`src/rtl/halt_tag_lookup_ctrl.sv`:
```
// Lookup/refill controller for an 8-way set: halt-tag prefilter, sequential probe, round-robin refill.
// Optional saturating performance counters are enabled with `define CACHE_PERF_CNT_EN.
module halt_tag_lookup_ctrl #(
  parameter int NUM_WAYS = 8,
  parameter int TAG_W    = 24,
  parameter int DATA_W   = 256
) (
  input  logic                    clk,
  input  logic                    reset,
  input  logic                    req_valid,
  output logic                    req_ready,
  input  logic [TAG_W-1:0]        req_tag,
  input  logic [4*NUM_WAYS-1:0]   halt_tags,
  input  logic                    set_viv,
  input  logic [TAG_W-5:0]        set_main_tag,
  input  logic [DATA_W-1:0]       set_data,
  output logic [NUM_WAYS-1:0]     way_sel,
  output logic                    set_we,
  output logic [TAG_W-1:0]        set_tag,
  output logic                    set_viv_wr,
  output logic [DATA_W-1:0]       set_wdata,
  output logic                    mem_req_valid,
  input  logic                    mem_req_ready,
  output logic [TAG_W-1:0]        mem_req_tag,
  input  logic                    mem_resp_valid,
  input  logic [DATA_W-1:0]       mem_resp_data,
`ifdef CACHE_PERF_CNT_EN
  output logic [15:0]             hit_count,
  output logic [15:0]             miss_count,
  output logic [15:0]             probe_count,
`endif
  output logic                    resp_valid,
  output logic                    resp_hit,
  output logic [2:0]              resp_way,
  output logic [DATA_W-1:0]       resp_data
);

  localparam int IDX_W = $clog2(NUM_WAYS);

  typedef enum logic [2:0] {
    ST_IDLE,
    ST_PROBE,
    ST_MISS_REQ,
    ST_MISS_WAIT,
    ST_FILL,
    ST_RESP
  } state_e;

  state_e              state_q, state_d;
  logic [TAG_W-1:0]    tag_q, tag_d;
  logic [NUM_WAYS-1:0] cand_q, cand_d;
  logic [DATA_W-1:0]   data_q, data_d;
  logic [IDX_W-1:0]    way_q, way_d;
  logic                hit_q, hit_d;
  logic [IDX_W-1:0]    victim_q, victim_d;

  logic [NUM_WAYS-1:0] cand_new;
  logic [IDX_W-1:0]    probe_idx;
  logic [NUM_WAYS-1:0] probe_oh;

  // Halt-tag prefilter and lowest-candidate pick; descending loop so the lowest set bit wins.
  always_comb begin
    cand_new  = '0;
    probe_idx = '0;
    for (int i = 0; i < NUM_WAYS; i++) begin
      cand_new[i] = (halt_tags[4*i +: 4] == req_tag[3:0]);
    end
    for (int i = NUM_WAYS - 1; i >= 0; i--) begin
      if (cand_q[i]) probe_idx = IDX_W'(i);
    end
    probe_oh = NUM_WAYS'(1) << probe_idx;
  end

  // NOTE: every signal written here is given a default first, so no latch can be inferred.
  always_comb begin
    state_d       = state_q;
    tag_d         = tag_q;
    cand_d        = cand_q;
    data_d        = data_q;
    way_d         = way_q;
    hit_d         = hit_q;
    victim_d      = victim_q;
    req_ready     = 1'b0;
    way_sel       = '0;
    set_we        = 1'b0;
    set_tag       = '0;
    set_viv_wr    = 1'b0;
    set_wdata     = '0;
    mem_req_valid = 1'b0;
    mem_req_tag   = '0;
    resp_valid    = 1'b0;
    resp_hit      = 1'b0;
    resp_way      = '0;
    resp_data     = '0;

    unique case (state_q)
      ST_IDLE: begin
        req_ready = 1'b1;
        if (req_valid) begin
          tag_d   = req_tag;
          cand_d  = cand_new;
          state_d = (|cand_new) ? ST_PROBE : ST_MISS_REQ;
        end
      end
      ST_PROBE: begin
        way_sel = probe_oh;
        if (set_viv && set_main_tag == tag_q[TAG_W-1:4]) begin
          data_d  = set_data;
          way_d   = probe_idx;
          hit_d   = 1'b1;
          state_d = ST_RESP;
        end else begin
          cand_d = cand_q & ~probe_oh;
          if (cand_d == '0) state_d = ST_MISS_REQ;
        end
      end
      ST_MISS_REQ: begin
        mem_req_valid = 1'b1;
        mem_req_tag   = tag_q;
        if (mem_req_ready) state_d = ST_MISS_WAIT;
      end
      ST_MISS_WAIT: begin
        if (mem_resp_valid) begin
          data_d  = mem_resp_data;
          state_d = ST_FILL;
        end
      end
      ST_FILL: begin
        way_sel    = NUM_WAYS'(1) << victim_q;
        set_we     = 1'b1;
        set_tag    = tag_q;
        set_viv_wr = 1'b1;
        set_wdata  = data_q;
        way_d      = victim_q;
        hit_d      = 1'b0;
        victim_d   = victim_q + IDX_W'(1);
        state_d    = ST_RESP;
      end
      ST_RESP: begin
        resp_valid = 1'b1;
        resp_hit   = hit_q;
        resp_way   = way_q;
        resp_data  = data_q;
        state_d    = ST_IDLE;
      end
      default: state_d = ST_IDLE;
    endcase
  end

  // NOTE: sequential state is updated with non-blocking assignments only.
  always_ff @(posedge clk) begin
    if (reset) begin
      state_q  <= ST_IDLE;
      tag_q    <= '0;
      cand_q   <= '0;
      data_q   <= '0;
      way_q    <= '0;
      hit_q    <= 1'b0;
      victim_q <= '0;
    end else begin
      state_q  <= state_d;
      tag_q    <= tag_d;
      cand_q   <= cand_d;
      data_q   <= data_d;
      way_q    <= way_d;
      hit_q    <= hit_d;
      victim_q <= victim_d;
    end
  end

`ifdef CACHE_PERF_CNT_EN
  logic [15:0] hit_cnt_q, miss_cnt_q, probe_cnt_q;

  always_ff @(posedge clk) begin
    if (reset) begin
      hit_cnt_q   <= '0;
      miss_cnt_q  <= '0;
      probe_cnt_q <= '0;
    end else begin
      if (state_q == ST_RESP && hit_q && hit_cnt_q != 16'hFFFF)
        hit_cnt_q <= hit_cnt_q + 16'd1;
      if (state_q == ST_RESP && !hit_q && miss_cnt_q != 16'hFFFF)
        miss_cnt_q <= miss_cnt_q + 16'd1;
      if (state_q == ST_PROBE && probe_cnt_q != 16'hFFFF)
        probe_cnt_q <= probe_cnt_q + 16'd1;
    end
  end

  assign hit_count   = hit_cnt_q;
  assign miss_count  = miss_cnt_q;
  assign probe_count = probe_cnt_q;
`endif

endmodule
```
`config.mk`:
```
export PLATFORM = sky130hd
export DESIGN_NAME = halt_tag_lookup_ctrl
export DESIGN_NICKNAME = d
export VERILOG_FILES = /design/src/rtl/halt_tag_lookup_ctrl.sv
export SDC_FILE = /design/constraint.sdc
export NUM_CORES = 1
export LEC_CHECK = 0
export ABC_CLOCK_PERIOD_IN_PS = 2100
export BUFFER_PORTS_ARGS = -buffer_cell sky130_fd_sc_hd__clkbuf_2
export CORE_AREA = 2 2 451 453
export DETAILED_ROUTE_END_ITERATION = 8
export DIE_AREA = 0 0 453 455
export MAX_ROUTING_LAYER = met4
export SYNTH_ARGS = -nofsm -noshare
export SYNTH_HDL_FRONTEND = slang
export SYNTH_SLANG_ARGS = --single-unit
```
`constraint.sdc`:
```
create_clock -name clk -period 2.1 [get_ports clk]
set_input_delay 0.315 -clock clk [delete_from_list [all_inputs] [get_ports clk]]
set_output_delay 0.315 -clock clk [all_outputs]
set_load 0.02 [all_outputs]
```
==> out/metrics.csv, run 1 <==
stage;metric;value;unit
final_layout;area added between synthesis and finish;127.1;%
cts;Clock Root Buffer;clkbuf_16;
setup_path;critical path class;register to register;
floorplanning;Core Area;201300;um2
timing;Hold Vio Cnt, Final;0;
floorplanning;Top Ports;1171;
yosys;Syn. warnings;0;
placed_design;RePlAce Congestion;1.096;
setup_path;CP Cell Sequence;xor2_1 > nor4_1 > and3_1 > and4_4 > buf_4 > buf_12 > buf_16 > nor3_1 > a311oi_2;
timing;Worst Tran Pin Value;0.7179;ns
placed_design;Place WS;-0.4854;ns
floorplanning;die width;453;um
yosys;synthesized instance count;2420;
setup_path;WP data required;2.64;ns
timing;Rel. slew slack;0.5180;
global_routing;vias in the first global route;26246;
yosys;post-synth design cell area;19060;um2
cts;CTS Buf Count;43;
route;top layer in use;met4;
route;Routed WL per cell;30.11;um
global_routing;gr ovfl total;0;
yosys;Post-synth EDFFs;0;
final_layout;Nets;4795;
timing;final setup fails;837;
setup_path;slowest CP cell;nor4_1;
global_routing;largest net degree at the start of global routing;97;
yosys;syn nets;3020;
route;Routed Antenna Nets;0;
job;max-cap violation count;0;
route;met2 wire length;92370;um
setup_path;crit-path max FO;25;
global_routing;antenna violations before repair;61;
route;met1 wire length;82610;um
timing;Fin Clk Skew;0.02089;ns
setup_path;critical path capture point type;register;
final_layout;Finished Layout Cells;6951;
cts;Worst-path clk slew;0.06;ns
yosys;top cell type's share of synthesized area;0.3129;
route;drc violations;0;
yosys;FF+latch count, synth;298;
yosys;Synth cell types;46;
yosys;post-synthesis sequential area ratio;0.3129;
cts;clk sink count;298;
setup_path;CP arrival;3.20;ns
route;via/cell ratio;4.107;
setup_path;CP startpoint kind;register;
setup_path;family with the most delay on the worst path;simple AND/OR/NAND/NOR gates;
route;Total Wirelength;209300;um
floorplanning;chip height;455;um
floorplanning;initial core utilization;0.09471;
cts;clock latency on the worst-skew pair;0.66;ns
timing;RSZ-0062 raised after global routing;true;
route;Vias;28547;
route;met3 wire length;23790;um
placed_design;Placed Instances;6275;
cts;Longest Clk Path Bufs;3;
cts;CTS tree;built;
timing;Setup TNS;-338.54;ns
setup_path;max incr delay on CP;0.43;ns
yosys;ranking of synthesized cells by area;dfxtp_1 (31%), and2_1 (18%), a311oi_2 (15%);
yosys;Synth area leader;dfxtp_1;
power_and_ir_drop;leakage power;18.11;nW
timing;f_max;376.9;MHz
route;Initial DRT Pass Iterations;5;
cts;H-Tree Depth;2;
timing;period utilization;1.264;
global_routing;gr usage total;0.1827;
yosys;ys flop type;dfxtp_1;
placed_design;Detail Placement HPWL;160000;um
setup_path;worst path bufs/invs;3;
hold_path;Hold Path Class;primary input to register;
yosys;Synth async-reset ratio;0;
timing;final slew viol count;0;
route;Iteration-0 DRC Markers;3237;
yosys;Syn Area/Cell;7.877;um2
final_layout;share of post-route cells with drive strength above 1;0.5267;
floorplanning;site row count;165;
outcome;failing checks;negative setup slack;
floorplanning;die footprint;206100;um2
power_and_ir_drop;power density cells;556.5;nW/um2
global_routing;first-pass GRT wire length;246300;um
timing;Final WS setup;-0.5535;ns
outcome;status;complete, but fails checks;
placed_design;input/output buffers;1170;
power_and_ir_drop;Max VDD drop;0.0005819;V
timing;post-route minimum period;2.653;ns
==> final cells by class <==
cell class	count	area, um2
flip-flops and latches	298	6003
well taps	2672	3343
clock inverters	15	265.3
diodes	51	127.6
inverters	7	55.05
clock buffers	63	1231
multi-input cells	1859	12960
fillers	21958	158000
repair buffers	1984	19250
repair inverters	2	50.05
==> kinds of logic (layout without fill, tap and decap cells) <==
family	Yosys count	in the layout	synth area share
compound gates	332	332	0.2042
xor+xnor	52	52	0.02389
fa+ha+maj	6	6	0.003938
buf+inv	263	2071	0.06819
flops	298	298	0.3129
mux	3	3	0.001575
other cells	0	51	0
simple gates	1466	1466	0.3853
==> cell usage after synthesis, types with 7 or more instances <==
cell	number
nand3_1	7
dfxtp_1	298
nand2_1	574
a311oi_1	68
nor3_1	262
a21oi_1	35
buf_4	32
buf_6	17
buf_2	34
o21ai_0	7
xnor2_1	37
and3_1	26
xor2_1	15
nand4_1	10
nor2_1	29
a31oi_1	9
a311oi_2	188
clkbuf_1	171
and2_1	542
==> power breakdown <==
| group | leakage (nW) | switching (mW) | internal [mW] | total (mW) |
|---|---|---|---|---|
| Combinational | 15.0 | 5.08 | 3.82 | 8.90 |
| Sequential | 2.42 | 0.721 | 6.22 | 6.94 |
| Clock | 0.731 | 3.43 | 4.82 | 8.26 |
| Total | 18.1 | 9.23 | 14.9 | 24.1 |
==> metal layers <==
layer,vias up,GRT usage
li1,11987,-
met4,0,0.07385
met1,14128,0.2237
met3,411,0.06306
met2,2021,0.2723
met5,-,-
==> path summary, 6_finish.rpt <==
path / start / to / slack, ns / cells after the start
hold reg to reg: hit_q / hit_q / 0.49 / 2
setup reg to reg: tag_q[16] / data_q[175] / -0.55 / 9
hold / removal: set_data[93] / data_q[93] / 0.07 / 3
setup / recovery: tag_q[16] / data_q[175] / -0.55 / 9
==> stage by stage <==
stage	util	power [mW]	hold slack, ns	instance area (um2)
floorplan	-	9.955	0.4405	19070
global placement	0.1557	13.68	0.4570	31330
detailed placement	0.1557	13.77	0.4601	31330
CTS	0.1945	23.29	0.0003947	39150
global route	0.2150	24.87	0.02723	43270
finish	0.2151	24.09	0.06718	43300
==> worst min-delay path, stage by stage <==
cell and delay [ns]:
clkbuf_2 0.11, nand2_1 0.14, a311oi_2 0.11
==> state kept, by name (all words and copies together) (netlist names) <==
signal    count
cand_q        8
data_q      256
hit_q         1
victim_q      3
tag_q        24
state_q       3
way_q         3
==> timing repair <==
action                     in CTS  in global routing
hold endpoints to repair      270                  0
buffers inserted               43                 42
gates resized for setup       462               1098
setup endpoints to repair     835                848
cloned                         10                 64
pin swaps                      22                 63
hold buffers                  419                  0
==> placed cells by master, fill, tap and decap left out, types with 5 or more instances in the layout <==
master / count
nand3_1: 6
clkbuf_16: 99
a21oi_1: 32
nor2_1: 20
xnor2_1: 33
clkbuf_2: 737
ha_1: 6
buf_16: 19
dfxtp_1: 284
buf_8: 89
inv_1: 5
diode_2: 51
clkbuf_4: 40
clkbuf_8: 22
buf_6: 205
and2_4: 326
nand4_1: 10
bufinv_16: 6
dfxtp_2: 6
buf_12: 183
dlygate4sd3_1: 419
nand2_1: 571
and2_1: 216
dfxtp_4: 8
and3_1: 24
buf_4: 214
nor3_1: 261
nor2_4: 5
a311oi_1: 47
a31oi_1: 8
a311oi_2: 209
xor2_1: 15
a211oi_1: 5
buf_2: 8
clkbuf_1: 12
Power figures use the tool's default switching activity.
==> run 2, diff against run 1 <==
SKIP_CTS_REPAIR_TIMING = 1   (was default)
==> run 2 against run 1 <==
The run ends with negative hold slack, negative setup slack left. Total power is 4.3% lower. Maximum frequency is 2.9% higher. Global-route usage is 0.69 points lower. Sequential cell count stayed put. Setup slack better by 0.076 ns. Final cell count is 2.3% lower. Critical path type is now register to output port. Largest cell class unchanged.
==> out/metrics.csv, run 2 (synthesized netlist as in run 1, its figures left out) <==
stage;metric;value;unit;change
final_layout;most common cell after layout, fill and taps aside;clkbuf_2;;unchanged
final_layout;final core occ;0.1905;;was 0.2151
setup_path;CP arrival;2.26;ns;was 3.20 ns
final_layout;max FFs per register;256;;unchanged
timing;final slew viol count;0;;unchanged
route;met1 wire length;79540;um;was 82610 um
placed_design;input/output buffers;1170;;unchanged
timing;Rel. slew slack;0.5083;;was 0.5180
route;Routed WL per cell;28.99;um;was 30.11 um
timing;post-route minimum period;2.578;ns;was 2.653 ns
setup_path;reg2reg path depth;9;;unchanged
final_layout;biggest regs;data_q: 256 flops, tag_q: 24 flops, cand_q: 8 flops;;unchanged
final_layout;Finished Cell Area;38340;um2;was 43300 um2
timing;final setup fails;835;;was 837
power_and_ir_drop;Sw Ratio;0.3811;;was 0.3831
global_routing;first-pass GRT wire length;234300;um;was 246300 um
power_and_ir_drop;Combinational Power Share;0.343;;was 0.369
global_routing;antenna violations before repair;72;;was 61
floorplanning;Top Ports;1171;;unchanged
cts;CTS tree;built;;unchanged
floorplanning;site row count;165;;unchanged
cts;clk sink count;298;;unchanged
global_routing;gr ovfl total;0;;unchanged
timing;hold_ws;-0.0006481;ns;was 0.06718 ns
route;drc violations;0;;unchanged
cts;H-Tree Depth;2;;unchanged
global_routing;largest net degree at the start of global routing;97;;unchanged
floorplanning;die width;453;um;unchanged
route;met3 wire length;21540;um;was 23790 um
power_and_ir_drop;power density cells;601.2;nW/um2;was 556.5 nW/um2
floorplanning;chip height;455;um;unchanged
power_and_ir_drop;Cell Int Power;14.27;mW;was 14.86 mW
cts;CTS Buf Count;43;;unchanged
final_layout;multi-input logic area;12240;um2;was 12960 um2
setup_path;WP data required;1.78;ns;was 2.64 ns
route;Vias;27327;;was 28547
power_and_ir_drop;Max VDD drop;0.0005792;V;was 0.0005819 V
global_routing;gr usage total;0.1758;;was 0.1827
setup_path;critical path class;register to output port;;was register to register
timing;f_max;387.9;MHz;was 376.9 MHz
hold_path;Min-Delay Endpoint;data_q[200];;was data_q[93]
setup_path;Worst R2R Setup Slack;-0.40;ns;was -0.55 ns
floorplanning;Core Area;201300;um2;unchanged
cts;Clock Root Buffer;clkbuf_16;;unchanged
setup_path;R2R Path End;data_q[115];;was data_q[175]
final_layout;share of post-route cells with drive strength above 1;0.4648;;was 0.5267
cts;Longest Clk Path Bufs;3;;unchanged
cts;Worst-path clk slew;0.06;ns;about the same
outcome;failing checks;negative hold slack, negative setup slack;;was negative setup slack
outcome;status;complete, but fails checks;;unchanged
route;met2 wire length;87650;um;was 92370 um
timing;Fin Clk Skew;0.02195;ns;was 0.02089 ns
route;Total Wirelength;197000;um;was 209300 um
setup_path;critical path capture point type;output port;;was register
hold_path;worst hold stages;3;;unchanged
route;top layer in use;met4;;unchanged
power_and_ir_drop;P_sw;8.785;mW;was 9.230 mW
timing;Final WS setup;-0.4778;ns;was -0.5535 ns
route;Initial DRT Pass Iterations;8;;was 5
final_layout;register area;5993;um2;was 6003 um2
placed_design;placed inst area;31330;um2;unchanged
cts;clock latency on the worst-skew pair;0.66;ns;about the same
power_and_ir_drop;sequential power share;0.300;;was 0.288
power_and_ir_drop;Clock power frac;0.357;;was 0.343
hold_path;Hold Path Class;primary input to register;;unchanged
placed_design;RePlAce Congestion;1.096;;unchanged
power_and_ir_drop;leakage power;16.29;nW;was 18.11 nW
final_layout;fill cell count;22516;;was 21958
timing;Hold Vio Cnt, Final;2;;was 0
timing;RSZ-0062 raised after global routing;true;;unchanged
setup_path;crit-path max FO;12;;was 25
final_layout;Nets;4635;;was 4795
route;Routed Antenna Nets;0;;unchanged
final_layout;largest reg by FF count;data_q;;unchanged
route;via/cell ratio;4.022;;was 4.107
global_routing;vias in the first global route;23548;;was 26246
route;Iteration-0 DRC Markers;2992;;was 3237
final_layout;commonest cells after routing, fill and taps aside;clkbuf_2 (921), nand2_1 (573), and2_1 (432), dlygate4sd3_1 (350), dfxtp_1 (286);;was clkbuf_2 (737), nand2_1 (571), dlygate4sd3_1 (419), and2_4 (326), dfxtp_1 (284)
setup_path;Critical R2R Launch;tag_q[12];;was tag_q[16]
timing;Worst Tran Pin Value;0.7324;ns;was 0.7179 ns
timing;period utilization;1.228;;was 1.264
job;max-cap violation count;0;;unchanged
power_and_ir_drop;Total Power;23.05;mW;was 24.09 mW
hold_path;Hold Crit Start;set_data[200];;was set_data[93]
floorplanning;die footprint;206100;um2;unchanged
final_layout;area added between synthesis and finish;101.1;%;was 127.1%
floorplanning;initial core utilization;0.09471;;unchanged
setup_path;CP startpoint kind;register;;unchanged
placed_design;Detail Placement HPWL;160000;um;unchanged
-- run 2: cell count changes in the layout (fill, tap and decap cells not counted), moves of 26 or more --
cell,previous run,this run
and2_1,216,432
clkbuf_2,737,921
buf_12,183,157
clkbuf_16,99,58
buf_8,89,18
clkbuf_4,40,8
dlygate4sd3_1,419,350
buf_2,8,39
buf_6,205,86
and2_4,326,104
-- run 2: critical path: stages, from the launching register on --
cell and delay, ns:
dfxtp_2 0.33, inv_2 0.07, and3_4 0.25, buf_12 0.17
buf_16 0.17, buf_6 0.16, and2_1 0.20, buf_2 0.20
-- run 2: area by class of cell --
| type | count | area share |
|---|---|---|
| Clock inverter | 15 | 0.006919 |
| Antenna cell | 54 | 0.003525 |
| Timing Repair inverter | 2 | 0.0006527 |
| Sequential cell | 298 | 0.1563 |
| Multi-Input combinational cell | 1859 | 0.3193 |
| Clock buffer | 63 | 0.03211 |
| Timing Repair Buffer | 1824 | 0.3926 |
| Tap cell | 2672 | 0.08720 |
| Inverter | 7 | 0.001371 |
-- run 2: metrics by stage --
step	setup TNS, ns	setup WS (ns)	hold slack, ns	instances
5_1_grt	-334.37	-0.5531	-0.003378	6785
2_1_floorplan	0	0.02887	0.4405	2420
4_1_cts	-420.51	-0.9384	-0.1848	6353
3_5_place_dp	-106.41	-0.4854	0.4601	6275
6_report	-276.63	-0.4778	-0.0006481	6794
3_3_place_gp	-106.48	-0.4794	0.4570	6275
-- run 2: power groups by stage --
| stage | sequential, mW | combinational (mW) | clock (mW) |
|---|---|---|---|
| 5_1_grt | 6.93 | 8.33 | 8.61 |
| 2_1_floorplan | 6.58 | 3.37 | 0 |
| 6_report | 6.90 | 7.91 | 8.23 |
| 3_3_place_gp | 6.95 | 6.73 | 0 |
| 3_5_place_dp | 6.96 | 6.81 | 0 |
| 4_1_cts | 6.84 | 6.83 | 8.46 |
-- run 2: worst max-delay path by stage --
stage | slack [ns] | depth (start not counted) | to | startpoint
after floorplan | 0.03 | 7 | way_sel[6] | state_q[2]
after global placement | -0.48 | 10 | data_q[112] | set_main_tag[11]
after detailed placement | -0.49 | 10 | data_q[14] | set_main_tag[11]
after CTS | -0.94 | 8 | set_wdata[234] | state_q[1]
after global routing | -0.55 | 8 | set_wdata[181] | state_q[0]
final | -0.48 | 7 | resp_data[13] | state_q[1]
-- run 2: per-layer routing --
layer,global-route usage,up-vias
met3,0.06663,310
met5,-,-
li1,-,11625
met1,0.2148,13568
met4,0.06734,0
met2,0.2598,1824
